$ cat config.mk
export PLATFORM = sky130hd
export DESIGN_NAME = pow_5_root_seq
export DESIGN_NICKNAME = d
export VERILOG_FILES = /design/src/rtl/pow_5_root_seq.sv
export SDC_FILE = /design/constraint.sdc
export NUM_CORES = 1
export LEC_CHECK = 0
export ABC_CLOCK_PERIOD_IN_PS = 5200
export CAP_MARGIN = 20
export CORE_MARGIN = 2
export CORE_UTILIZATION = 61
export CTS_CLUSTER_DIAMETER = 150
export DETAILED_ROUTE_END_ITERATION = 16
export PLACE_DENSITY = 0.81
export SETUP_SLACK_MARGIN = 0.02
export SYNTH_ARGS = -nofsm -noshare
export SYNTH_HDL_FRONTEND = slang
export SYNTH_SLANG_ARGS = --single-unit
$ cat constraint.sdc
create_clock -name clock -period 5.2 [get_ports clock]
set_input_delay 0.52 -clock clock [delete_from_list [all_inputs] [get_ports clock]]
set_output_delay 0.52 -clock clock [all_outputs]
set_load 0.02 [all_outputs]
$ cat src/rtl/pow_5_root_seq.sv
// Purpose : sequential integer fifth root, root = floor(n^(1/5)), found by an MSB-first
//           binary search. Each trial candidate is raised to the 5th power on one shared
//           multiplier and then compared against the sampled radicand.
// Latency : 6 cycles per root bit. ready pulses in cycle 6*ROOT_W+1 after the run edge.
//           This is 25 cycles for the defaults and does not depend on n.
// Backpressure: none. run restarts the block from any state, and the newest run wins.
// Ports   : clock/reset (async, active-high); run + n start a job, and n is sampled only
//           on the run edge; busy is high during the search; ready is a one-cycle result
//           strobe; root is the result, held until the next run.
module pow_5_root_seq #(
    parameter int WIDTH  = 18,
    parameter int ROOT_W = (WIDTH + 4) / 5
) (
    input  logic              clock,
    input  logic              reset,
    input  logic              run,
    input  logic [WIDTH-1:0]  n,
    output logic              busy,
    output logic              ready,
    output logic [ROOT_W-1:0] root
);

    // Width of cand^5. It cannot overflow, because cand < 2^ROOT_W.
    localparam int ACC_W = 5 * ROOT_W;
    localparam int BIT_W = (ROOT_W > 1) ? $clog2(ROOT_W) : 1;

    typedef enum logic [2:0] {
        IDLE,
        TRY,
        MUL,
        CMP,
        DONE
    } state_t;

    state_t             state;
    logic [WIDTH-1:0]   n_r;
    logic [ACC_W-1:0]   acc;
    logic [ROOT_W-1:0]  cand;
    logic [BIT_W-1:0]   bit_idx;
    logic [1:0]         mcnt;
    logic [ROOT_W-1:0]  trial;

    // Candidate for this step: the bits accepted so far, plus the bit under test.
    assign trial = root | (ROOT_W'(1) << bit_idx);

    always_ff @(posedge clock or posedge reset) begin
        if (reset) begin
            state   <= IDLE;
            n_r     <= '0;
            acc     <= '0;
            cand    <= '0;
            bit_idx <= '0;
            mcnt    <= '0;
            root    <= '0;
            busy    <= 1'b0;
            ready   <= 1'b0;
        end else begin
            ready <= 1'b0;
            if (run) begin
                // A restart overrides every other transition, including DONE.
                n_r     <= n;
                root    <= '0;
                bit_idx <= BIT_W'(ROOT_W - 1);
                state   <= TRY;
                busy    <= 1'b1;
            end else begin
                case (state)
                    IDLE: begin
                        busy <= 1'b0;
                    end
                    TRY: begin
                        cand  <= trial;
                        acc   <= ACC_W'(trial);
                        mcnt  <= '0;
                        state <= MUL;
                        busy  <= 1'b1;
                    end
                    MUL: begin
                        // The accumulator starts at cand, so four passes leave cand^5 in it.
                        acc  <= acc * ACC_W'(cand);
                        mcnt <= mcnt + 2'd1;
                        if (mcnt == 2'd3) begin
                            state <= CMP;
                        end
                        busy <= 1'b1;
                    end
                    CMP: begin
                        if (acc <= ACC_W'(n_r)) begin
                            root <= cand;
                        end
                        if (bit_idx == '0) begin
                            // busy and ready are registered with the state they decode.
                            state <= DONE;
                            busy  <= 1'b0;
                            ready <= 1'b1;
                        end else begin
                            bit_idx <= bit_idx - BIT_W'(1);
                            state   <= TRY;
                            busy    <= 1'b1;
                        end
                    end
                    DONE: begin
                        state <= IDLE;
                        busy  <= 1'b0;
                    end
                    default: begin
                        state <= IDLE;
                        busy  <= 1'b0;
                    end
                endcase
            end
        end
    end

endmodule
======== Word level (Yosys, flattened, before mapping) ========
Index checks and enable logic that the tools add are counted.
word-level totals
  output and inout bits ................... 6
  input bits .............................. 21
  logic and storage cells ................. 52
  register bits after elaboration ......... 55
cells by class
  $lt $le $gt $ge ......................... 1
  bitwise operators ....................... 2
  eq/ne operators ......................... 7
  reduce and logical (&&, ||, !) cells .... 11
  shifts and indexed selects .............. 1
  multiply operators ...................... 1
  mux-type cells .......................... 18
  add/sub/neg operators ................... 2
operators by type and width
  cell                                                                 number
  20-bit case mux with 2 select lines                                  1
  20-bit by 18-bit less-or-equal comparator with 1-bit output          1
  20-bit by 4-bit multiplier with 20-bit output                        1
  4-bit 2-to-1 mux                                                     3
  3-bit case mux with 4 select lines                                   1
  2-bit AND reduction                                                  5
  3-bit 2-to-1 mux                                                     3
  3-bit by 2-bit == test with 1-bit output (second input constant)     2
  2-bit 2-to-1 mux                                                     3
  2-bit nonzero test                                                   3
  1-bit 2-to-1 mux                                                     5
  2-bit != test (second input constant)                                2
  4-bit bitwise OR                                                     1
  2-bit case mux with 2 select lines                                   1
  1-bit by 2-bit << shifter with 4-bit output (first input constant)   1
  3-bit by 1-bit == test with 1-bit output (second input constant)     1
  3-bit zero test                                                      1
  3-bit != test (second input constant)                                1
  2-bit by 1-bit adder with 2-bit output (second input constant)       1
  2-bit == test (second input constant)                                1
  2-bit zero test                                                      1
  1-bit case mux with 2 select lines                                   1
  2-bit OR reduction                                                   1
  2-bit by 1-bit subtractor with 2-bit output (second input constant)  1
  1-bit NOT                                                            1

======== Logic depth before layout (Yosys ltp) ========
  word-level depth ........................ 4
  mapped depth ............................ 14

======== Worst setup path after synthesis ========
No wires, ideal clock.
  kind .................................... reg-to-reg
  start ................................... reg cand[2]
  end ..................................... reg acc[13]
  slack ................................... 1526 ps
  arrival ................................. 3553 ps
  setup time .............................. 122 ps
  stages on the path, launching flop included .. 14
  data required time ...................... 5078 ps
  cell sequence ........................... dfrtp_1 -> clkbuf_1 -> clkbuf_1 -> nand2_1 -> fa_1 -> inv_1 -> fa_1 -> ha_1 -> a211oi_2 -> o21ai_1 -> and4_4 -> o31a_1 -> or3_1 -> a32o_1
between the ends
  longest elaborated chain between the ends .. 2
ends and longest elaborated chain
  what                                           RTL line  source
  start: declaration                             38        logic [ROOT_W-1:0] cand;
  start signal: assignment                       72        cand <= trial;
  20-bit by 4-bit multiplier with 20-bit output  80        acc <= acc * ACC_W'(cand);
  20-bit case mux with 2 select lines            67        case (state)
  end signal: assignment                         73        acc <= ACC_W'(trial);
  end signal: assignment                         80
  end: declaration                               37        logic [ACC_W-1:0] acc;
No other way between the ends.
A chain may end at the register's enable or synchronous reset.

======== Worst setup path in the final report ========
  start ................................... reg cand[3]
  end ..................................... reg acc[16]
Same word-level chain as after synthesis.

==> metrics.txt <==
total power draw=1.48 mW; synthesized flop and latch total=55; RSZ-0062 raised after global routing=false; part of the power in registers=38.9%; fin crit share=76.0%; Post-CTS Hold Fix Bufs=0; DR iter-0 viols=159; Least-Margin Pin Slew=1.01 ns; layout cell share with drive strength beyond 1=3.45%; GP Congestion=0.949; Clk Latency, worst-skew pair=0.33 ns; CTS H-tree lvls=2; pin count of the biggest net entering global routing=56; Adder-Cell Fraction of Synth Area=24.5%; Crit Path Class=register to register; Core ar.=7730 µm²; Remaining DRCs=0; post-route ant nets=0; post-synthesis simple-gate area fraction=19.8%; xor/xnor share of the synthesized area=2.51%; Worst EP required=5.46 ns; DIE WIDTH=93.5 µm; Bufs on Longest Clock Path=2; post-synthesis net count=658; cts bufs inserted=5; DIE AREA=8740 µm²; post-layout min period=3.95 ns; CP max FO=19; Mapped Cells=561; fin nets=675; Placement Rows=32; maxcap violations=0; vias in the first global route=4013; TritonCTS clock tree=built; Initial Util=63.2%; EDFF count, synth=0; IO buf count=26; slowest cell on the critical path=dfrtp_1; IO Count=27; HPWL Detailed=8210 µm; GRT Resource Usage Total=26.9%; post-synthesis mux area share=1.49%; outcome=complete, no violations; Via Count=3898; Pre-antenna DRT Iters=5; CP max stage delay=0.57 ns; register area share after synthesis=28.2%; worst min path class=register to register; max-slew violations=0; FMAX=253 MHz; first-pass GRT wire length=18700 µm; initial antenna violation count=0; switch share=40.3%; largest family of logic cells by synthesized area=adder cells; vias per cell=5.72; gr ovfl total=0; complex-gate fraction of the synthesized area=15.3%; worst-case vdd ir drop=0.220 mV; root buf cell=clkbuf_8; kind of cell adding the most delay to the critical path=adder cells; switching power total=0.596 mW; final hold vios=0; relative slew slack=32.5%; wire per inst=15.7 µm; critical path cell sequence=and2_1, fa_1, inv_1, fa_1, inv_1, ha_1, nor2b_1, o31a_1, o41ai_2, a21boi_0, o21a_1, o211ai_1; yosys warns=0; ys async rst share=100%; clock transition at the registers of the reported paths=0.12 ns; Die Y=93.5 µm; Critical Path Sink Type=register; Clk pwr share=21.1%; Diodes inserted=0; power density cells=277 nW/µm²; main flop type after synthesis=dfrtp_1; Mean Syn Cell Area=8.70 µm²; setup TNS=0 ns; Worst Setup Start Kind=register; DRT Wirelength=10700 µm; clock skew=0.0108 ns; Yosys cell types=56; clk sink count=55; Static Leak=2.68 nW; Hold WS=0.533 ns; Synth-to-Final Area Change=9.25%; final setup vio count=0; Post-Syn Area=4880 µm²; post-cts sizing count=0; internal power=0.884 mW; Post-CTS Setup Bufs=0; combinational fraction of design power=39.9%; worst path bufs/invs=2; WP data arrival=4.21 ns
cells by family (layout without fill, tap and decap cells):
group                      after synthesis  in the layout
xor gates and xnor gates                14             14
buffers and inverters                  105            123
AOI/OAI and AO/OA                      115            115
muxes                                    7              7
adders and majority gates               76             76
DFF                                     55             55
and+or+nand+nor                        189            189
routing by layer:
metal	part of all wire [%]	GRT usage (%)	vias to the layer above
met5	0	0	-
met4	1.6	9.56	0
met3	3.3	3.06	19
met2	53	48.7	86
met1	42	33.0	1922
li1	-	-	1871
cells in the mapped netlist, types with 5 or more instances:
master,n,share of area [%]
a21o_1,8,1.2
nor2_1,17,1.3
mux2i_1,5,1.0
inv_1,86,6.6
xnor2_1,10,1.8
dfrtp_1,55,28
nand2_1,72,5.5
fa_1,33,14
a21oi_1,21,2.2
o21a_1,5,0.77
nand2b_1,12,1.5
nand3_1,5,0.51
clkbuf_1,16,1.2
and2_1,51,6.5
nor3_1,5,0.51
nor2b_1,5,0.64
o21ai_0,44,4.5
ha_1,43,11
worst paths after layout:
kind                               from      end  slack [ns]  cells after the start
worst min-delay path            mcnt[0]  mcnt[0]        0.53                      1
max in group asynchronous         reset   acc[3]        4.02                      3
min in group asynchronous         reset  acc[14]        0.69                      3
worst max register to register  cand[3]  acc[16]        1.25                     12
worst max-delay path            cand[3]  acc[16]        1.25                     12
worst min register to register  mcnt[0]  mcnt[0]        0.53                      1
flip-flops by register name, indices dropped and copies added (netlist names):
signal and flops:
acc 20, n_r 18, cand 4, root 4, state 3, bit_idx 2, mcnt 2, busy 1
ready 1
per-stage QoR:
step           worst slack [ns]  utilization, %  area [µm²]  std cells
2_1_floorplan              1.53               -        4880        561
3_3_place_gp               1.41            67.4        5210        672
3_5_place_dp               1.31            67.4        5210        672
4_1_cts                    1.27            69.0        5330        680
5_1_grt                    1.00            69.0        5340        681
6_report                   1.25            69.0        5340        681
power groups by stage:
stage                     Combinational (mW)  Clock (mW)  Sequential, mW
after global routing                   0.686       0.336           0.589
after CTS                              0.594       0.318           0.576
after global placement                 0.559           0           0.583
after detailed placement               0.589           0           0.584
final                                  0.591       0.313           0.576
after floorplan                        0.477           0           0.533
cells in the final DEF (no fill, tap or decap), types with 8 or more instances in the layout:
cell,instances
a21o_1,8
a21oi_1,21
and2_1,51
clkdlybuf4s50_1,26
dfrtp_1,55
fa_1,33
ha_1,43
inv_1,85
nand2_1,72
nand2b_1,12
nor2_1,17
o21ai_0,44
xnor2_1,10
final cells by class:
| cell class | instances | area [µm²] |
|---|---|---|
| multi-input combinational | 401 | 3110 |
| tap | 102 | 128 |
| clock buffer | 5 | 68.8 |
| clock inverter | 3 | 50.0 |
| timing repair buffer | 29 | 280 |
| inverter | 86 | 323 |
| fill | 613 | 2390 |
| sequential | 55 | 1380 |
No activity file was read; power rests on OpenSTA's default activity.
